File: src/rtl/rvvi_retire_emitter.sv
// Retire-trace producer: stamps order numbers on hart retirements, buffers them in a FWFT FIFO,
// and streams them out on valid/ready. Optional CSR-write fields are enabled by RVVI_TRACE_CSR_EN.
module rvvi_retire_emitter #(
  parameter int XLEN  = 64,
  parameter int DEPTH = 8,
  parameter int AFULL = 2
) (
  input  logic            clk,
  input  logic            rst_n,
  input  logic            trace_en,
  input  logic            ret_valid,
  input  logic [XLEN-1:0] ret_pc,
  input  logic [31:0]     ret_insn,
  input  logic            ret_trap,
  input  logic [1:0]      ret_mode,
  input  logic [4:0]      ret_rd,
  input  logic            ret_rd_wen,
  input  logic [XLEN-1:0] ret_rd_data,
`ifdef RVVI_TRACE_CSR_EN
  input  logic            ret_csr_wen,
  input  logic [11:0]     ret_csr_addr,
  input  logic [XLEN-1:0] ret_csr_data,
  output logic            tr_csr_wen,
  output logic [11:0]     tr_csr_addr,
  output logic [XLEN-1:0] tr_csr_data,
`endif
  output logic            tr_valid,
  input  logic            tr_ready,
  output logic [63:0]     tr_order,
  output logic [XLEN-1:0] tr_pc,
  output logic [31:0]     tr_insn,
  output logic            tr_trap,
  output logic [1:0]      tr_mode,
  output logic [4:0]      tr_rd,
  output logic            tr_rd_wen,
  output logic [XLEN-1:0] tr_rd_data,
  output logic            hart_stall,
  output logic            overflow,
  output logic [15:0]     drop_cnt,
  output logic            busy
);
  localparam int AW = $clog2(DEPTH);
  localparam logic [AW:0] STALL_OCC = (AW+1)'(DEPTH - AFULL);

  typedef struct packed {
    logic [63:0]     order;
    logic [XLEN-1:0] pc;
    logic [31:0]     insn;
    logic            trap;
    logic [1:0]      mode;
    logic [4:0]      rd;
    logic            rd_wen;
    logic [XLEN-1:0] rd_data;
`ifdef RVVI_TRACE_CSR_EN
    logic            csr_wen;
    logic [11:0]     csr_addr;
    logic [XLEN-1:0] csr_data;
`endif
  } rec_t;

  typedef enum logic [1:0] {IDLE, RUN, DRAIN} state_t;

  state_t      state, state_nxt;
  rec_t        mem [DEPTH];
  rec_t        wr_rec, rd_rec;
  logic [AW:0] wr_ptr, rd_ptr, count, occ_nxt;
  logic [63:0] order_cnt;
  logic        full, empty, cap, push, pop, drop;

  assign empty = (wr_ptr == rd_ptr);
  assign full  = (wr_ptr[AW] != rd_ptr[AW]) && (wr_ptr[AW-1:0] == rd_ptr[AW-1:0]);
  assign count = wr_ptr - rd_ptr;

  // tr_valid comes only from registered pointers, never from tr_ready
  assign tr_valid = !empty;
  assign pop      = tr_valid && tr_ready;
  assign cap      = (state == RUN) && ret_valid;
  assign push     = cap && (!full || pop);
  assign drop     = cap && full && !pop;
  assign occ_nxt  = count + {{AW{1'b0}}, push} - {{AW{1'b0}}, pop};
  assign busy     = (state != IDLE);

  always_comb begin
    wr_rec         = '0;
    wr_rec.order   = order_cnt;
    wr_rec.pc      = ret_pc;
    wr_rec.insn    = ret_insn;
    wr_rec.trap    = ret_trap;
    wr_rec.mode    = ret_mode;
    wr_rec.rd      = ret_rd;
    wr_rec.rd_wen  = ret_rd_wen;
    wr_rec.rd_data = ret_rd_data;
`ifdef RVVI_TRACE_CSR_EN
    wr_rec.csr_wen  = ret_csr_wen;
    wr_rec.csr_addr = ret_csr_addr;
    wr_rec.csr_data = ret_csr_data;
`endif
  end

  // Fields read as zero while empty so the stream is clean out of reset
  assign rd_rec     = empty ? '0 : mem[rd_ptr[AW-1:0]];
  assign tr_order   = rd_rec.order;
  assign tr_pc      = rd_rec.pc;
  assign tr_insn    = rd_rec.insn;
  assign tr_trap    = rd_rec.trap;
  assign tr_mode    = rd_rec.mode;
  assign tr_rd      = rd_rec.rd;
  assign tr_rd_wen  = rd_rec.rd_wen;
  assign tr_rd_data = rd_rec.rd_data;
`ifdef RVVI_TRACE_CSR_EN
  assign tr_csr_wen  = rd_rec.csr_wen;
  assign tr_csr_addr = rd_rec.csr_addr;
  assign tr_csr_data = rd_rec.csr_data;
`endif

  always_ff @(posedge clk) begin
    if (push) mem[wr_ptr[AW-1:0]] <= wr_rec;
  end

  always_ff @(posedge clk or negedge rst_n) begin
    if (!rst_n) begin
      state      <= IDLE;
      wr_ptr     <= '0;
      rd_ptr     <= '0;
      order_cnt  <= '0;
      hart_stall <= 1'b0;
      overflow   <= 1'b0;
      drop_cnt   <= '0;
    end else begin
      state      <= state_nxt;
      hart_stall <= (occ_nxt >= STALL_OCC);
      if (push) wr_ptr <= wr_ptr + 1'b1;
      if (pop)  rd_ptr <= rd_ptr + 1'b1;
      // Dropped records still consume an order number so the sampler sees the gap
      if (cap)  order_cnt <= order_cnt + 64'd1;
      if (drop) begin
        overflow <= 1'b1;
        if (drop_cnt != 16'hFFFF) drop_cnt <= drop_cnt + 16'd1;
      end
    end
  end

  always_comb begin
    state_nxt = state;
    case (state)
      IDLE:    if (trace_en) state_nxt = RUN;
      RUN:     if (!trace_en) state_nxt = DRAIN;
      DRAIN:   if (trace_en) state_nxt = RUN;
               else if (empty) state_nxt = IDLE;
      default: state_nxt = IDLE;
    endcase
  end
endmodule
File: config.mk
export PLATFORM = sky130hd
export DESIGN_NAME = rvvi_retire_emitter
export DESIGN_NICKNAME = d
export VERILOG_FILES = /design/src/rtl/rvvi_retire_emitter.sv
export SDC_FILE = /design/constraint.sdc
export NUM_CORES = 2
export LEC_CHECK = 0
export CORE_MARGIN = 2
export CORE_UTILIZATION = 60
export CTS_CLUSTER_SIZE = 25
export DETAILED_ROUTE_END_ITERATION = 10
export PLACE_DENSITY = 0.9
export SYNTH_ARGS = -nofsm -noshare
export SYNTH_HDL_FRONTEND = slang
export SYNTH_SLANG_ARGS = --single-unit
File: constraint.sdc
create_clock -name clk -period 48.1 [get_ports clk]
set_input_delay 7.215 -clock clk [delete_from_list [all_inputs] [get_ports clk]]
set_output_delay 7.215 -clock clk [all_outputs]
set_load 0.01 [all_outputs]
Yosys cells after proc, flatten, opt, wreduce, memory -nomap -nowiden
Memories as Yosys holds them, arrays and structs flattened.
Cells that the tools add are included.
Cells by class
  mux-type cells: 8
  equal/unequal tests: 9
  add/subtract/negate cells: 7
  magnitude comparators: 1
  reduce and logical (&&, ||, !) cells: 14
Operators by type and width (number)
  $mux 233: 1
  $add 64x1->64 const B: 1
  $add 16x1->16 const B: 1
  $ne 16x16->1 const B: 1
  $add 4x1->4 const B: 2
  $mux 2: 4
  $logic_and 1x1->1: 6
  $pmux 2 s3: 1
  $add 4x1->4: 1
  $eq 4x4->1: 1
  $ge 4x3->1 const B: 1
  $ne 2x2->1 const B: 2
  $sub 4x1->4: 1
  $sub 4x4->4: 1
  $eq 3x3->1: 1
  $logic_not 1->1: 3
  $ne 3x3->1 const B: 1
  $reduce_and 3->1: 1
  $eq 2x1->1 const B: 1
  $eq 2x2->1 const B: 1
  $logic_not 2->1: 1
  $mux 1: 2
  $reduce_and 2->1: 1
  $reduce_bool 2->1: 1
  2 further kinds: 2
Word-level totals
  flip-flop bits (word level): 92
  memories kept: 1
  word-level logic and storage cells: 47
  output and inout bits: 253
  bits in writable memories: 1864
Memories
  mem: depth 8, bits a word 233, read ports 1, clocked after memory_dff 0, write ports 1, line 64  | rec_t mem [DEPTH];

Logic depth before layout (Yosys ltp)
  word-level depth: 8
  depth in mapped cells: 17

Worst setup path after synthesis
No wires, ideal clock.
  kind: input to register
  start point: input ret_valid
  end point: memory mem[0][0] in the netlist's numbering (enable)
  path buffers: 0
  slack: 15.128 ns
  data arrival time: 31.496 ns
  library setup time: 1.477 ns
  data required time: 46.623 ns
  stages on the path: 3
  cell sequence: nand3b_4 -> a21oi_1 -> nor4b_1
On the way
  longest elaborated chain between the ends: 4
RTL lines
  from (decl): line 11  | input logic ret_valid,
  $logic_and 1x1->1: line 77  | assign cap = (state == RUN) && ret_valid;
  $logic_and 1x1->1: line 78  | assign push = cap && (!full || pop);
  named net push: line 68  | logic full, empty, cap, push, pop, drop;
  $mux 1: line 117  | if (push) mem[wr_ptr[AW-1:0]] <= wr_rec;
  $mux 1 (implied by the code): line 117
  to (decl): line 64
The timed path passes the listed nets, and every way through them passes these cells.

Worst setup path after layout
  start point: register rd_ptr[0]
  end point: output tr_pc[25]
On the way
  longest elaborated chain between the ends: 2
  elaborated cells on any way between the ends: 3
  classes of those cells: eq/ne (1); mux (1); memory (1)
RTL lines
  from (decl): line 66  | logic [AW:0] wr_ptr, rd_ptr, count, occ_nxt;
  from (signal assigned): line 133  | if (pop) rd_ptr <= rd_ptr + 1'b1;
  $mem_v2 8x233 / $eq 4x4->1 (equally long branches)
  $mux 233 (*): line 101  | assign rd_rec = empty ? '0 : mem[rd_ptr[AW-1:0]];
  to (decl): line 30  | output logic [XLEN-1:0] tr_pc,
Mark *: on every way between the ends. The rest lies on a longest branch, timed or not.

==> impl_metrics.ini <==
[floorplan]
core_um2 = 123600
io_pins = 427
rows = 129
die_x_um = 357
die_height_um = 357
initial_core_util_pct = 60.47
dieArea_um2 = 127400

[clocking]
cts_tree = built
numCtsBuffers = 184
path_clk_slew_ns = 0.06
clock_latency_ns = 0.84
cts.repair.resized = 0
cts_num_sinks = 1956
htree_levels = 4
clockRootBuffer = clkbuf_16
clockBufferDepth = 3
post_cts_buffers = 0
cts_hold_buf = 0

[global_routing]
grt.total_usage_pct = 27.73
first_global_vias = 38060
grt_overflow = 0
antenna_found_initial = 24
grt_pass1_wl_mm = 257.0
grt_max_degree = 165

[pwr]
p_sw_mw = 1.585
swShare_pct = 30.37
p_clk_share_pct = 27.6
p_int_mw = 3.635
power_density_nw_per_um2 = 59.97
vdd_drop_max_mv = 0.07014
leakagePower_nw = 28.51
comb_power_share_pct = 33.5
p_seq_share_pct = 38.9

[detailed_routing]
drc = 0
wl_per_cell_um = 30.90
vias = 36930
drt-vias-per-instance = 6.498
first_pass_iters = 5
ant_nets = 0
drt-initial-drc-count = 4475
wl_mm = 175.6

[cells_and_area]
n_fill_cell = 6727
final_common_cell = edfxtp_1
layoutNonFillerInstCount = 5684
drive_above_1_share_pct = 19.68
stdcell_area_um2 = 87040
areaGrowthSynthToFinish_pct = 16.41
fin_nets = 4053
final_cell_mix = edfxtp_1, mux4_2, clkdlybuf4s50_1

[sta]
slew_headroom_pct = 18.82
layout_min_cycle_time_ns = 13.42
drv_slew = 0
rsz0062_at_grt = false
clock_skew_ns = 0.05058
clock.fmax_mhz = 74.51
tightest_slew_ns = 1.218
fin_setup_tns_ns = 0
setup_viol = 0
period_share_pct = 27.90
hold_violations = 0

[setup_path]
cp_num_buf_inv = 5
cp-start-kind = flip-flop
critPathMaxFanout = 121
crit_slowest_cell = buf_4
worst-setup-path-type = reg -> out
cp-end-kind = output pin
cp_slowest_stage_delay_ns = 0.95
critical_path_required_ns = 40.88
worst_path_most_repeated_cell = buf_4
cp.arrival_ns = 6.21
cp_top_family = buffers and inverters
path_cells = buf_12 -> buf_4 -> buf_4 -> buf_4 -> mux4_2 -> mux2i_1 -> nor2_1 -> clkdlybuf4s50_1

[synth]
synth_edf_count = 1864
synth-adder-area-share_pct = 0.1975
async_reset_ff_share_pct = 4.703
synth_mux_area_share_pct = 17.22
synth_ff_type = edfxtp_1
synth_xor_area_share_pct = 1.043
synth_cell_types = 42
ys_ff_latch = 1956
synth_compound_area_share_pct = 0.04853
postSynthCellCount = 3377
synth_nets = 3561
synth_top_family_by_area = multiplexers
syn_area_um2 = 74770
yosys-top-cells-area = edfxtp_1, mux4_2, mux2i_1
synth_top_area_share_pct = 74.87
yosysWarnings = 0
syn_avg_cell_area_um2 = 22.14
yosysSeqAreaShare_pct = 77.94
yosysTopAreaCell = edfxtp_1
yosys.area_share.simple_pct = 2.627

[min_path]
hold_class = reg -> reg

[place]
port_buffers = 426
dp_hpwl_mm = 88.39
gp_congestion = 0.7617
dpl-instance-area_um2 = 80980
dp_cells = 5320

[job]
max-cap-violations = 0

[status]
outcome = completed
## synthesized netlist by cell type, types with 2 or more instances
cell type     n
a21oi_1       2
and2_1        2
and3_1       13
and4_1        5
and4b_1       2
buf_1        75
buf_2         2
clkbuf_1     86
dfrtp_1      92
edfxtp_1   1864
fa_1          3
ha_1          7
inv_1        16
mux2_2        3
mux2i_1     233
mux4_2      466
nand2_1      33
nand2b_1      2
nand3_1      34
nand4_1      22
nor2_1      263
nor3_1       23
nor3_2        4
nor3b_1       2
nor4_1       12
nor4b_1       2
o21ai_0       2
or2_2         3
or3_1         2
or4_1         3
xnor2_1      37
xor2_1       52
## through the flow
step                util (%)  total power [mW]  hold slack, ns  setup slack (ns)
finish                 70.40             5.220          0.4945             34.68
detailed placement     65.50             3.772          0.4608             35.38
floorplan                  -             3.072          0.4619             15.13
global placement       65.50             3.724          0.4498             35.46
global route           70.38             5.385          0.5127             34.08
CTS                    70.35             5.243          0.4851             34.37
## sequential cells by signal (all words and copies together) (netlist names)
signal      count
wr_ptr          4
order_cnt      64
state           2
drop_cnt       16
rd_ptr          4
overflow        1
hart_stall      1
mem          1864
## path summary, 6_finish.rpt
| kind | slack, ns | from | end | depth (start not counted) |
|---|---|---|---|---|
| setup reg to reg | 42.58 | rd_ptr[2] | mem[5][116] | 7 |
| min in group asynchronous | 6.38 | rst_n | order_cnt[6] | 1 |
| hold reg to reg | 0.49 | overflow | overflow | 1 |
| hold / removal | 0.49 | overflow | overflow | 1 |
| max in group asynchronous | 40.45 | rst_n | rd_ptr[0] | 2 |
| setup / recovery | 34.68 | rd_ptr[0] | tr_pc[25] | 8 |
## final cells by class
| type | count | area [um2] | area share (%) |
|---|---|---|---|
| repair buffers | 470 | 4742 | 5.448 |
| inverters | 17 | 63.81 | 0.07331 |
| clock inverters | 106 | 1099 | 1.262 |
| clock buffers | 235 | 4900 | 5.629 |
| multi-input cells | 1240 | 15840 | 18.20 |
| diodes | 23 | 57.56 | 0.06613 |
| well taps | 1637 | 2048 | 2.353 |
| flip-flops and latches | 1956 | 58290 | 66.97 |
## logic make-up (layout without fill, tap and decap cells)
group	Yosys count	count (layout)
buf+inv	181	828
other cells	0	23
flops	1956	1956
xor+xnor	89	89
simple gates	432	432
compound gates	6	6
mux	703	703
fa+ha+maj	10	10
## routing by layer
metal,track usage [%],vias to the layer above,routed length [um]
li1,-,14920,-
met1,36.11,19480,62250
met2,46.64,2115,90880
met3,5.658,389,15210
met4,10.78,20,7159
met5,0,-,123
## power groups by stage
| stage | logic [mW] | registers [mW] | clock network, mW |
|---|---|---|---|
| floorplan | 0.994 | 2.08 | 0 |
| finish | 1.75 | 2.03 | 1.44 |
| global placement | 1.67 | 2.05 | 0 |
| CTS | 1.76 | 2.03 | 1.45 |
| global route | 1.83 | 2.04 | 1.51 |
| detailed placement | 1.71 | 2.06 | 0 |
(Power assumes the default switching activity.)
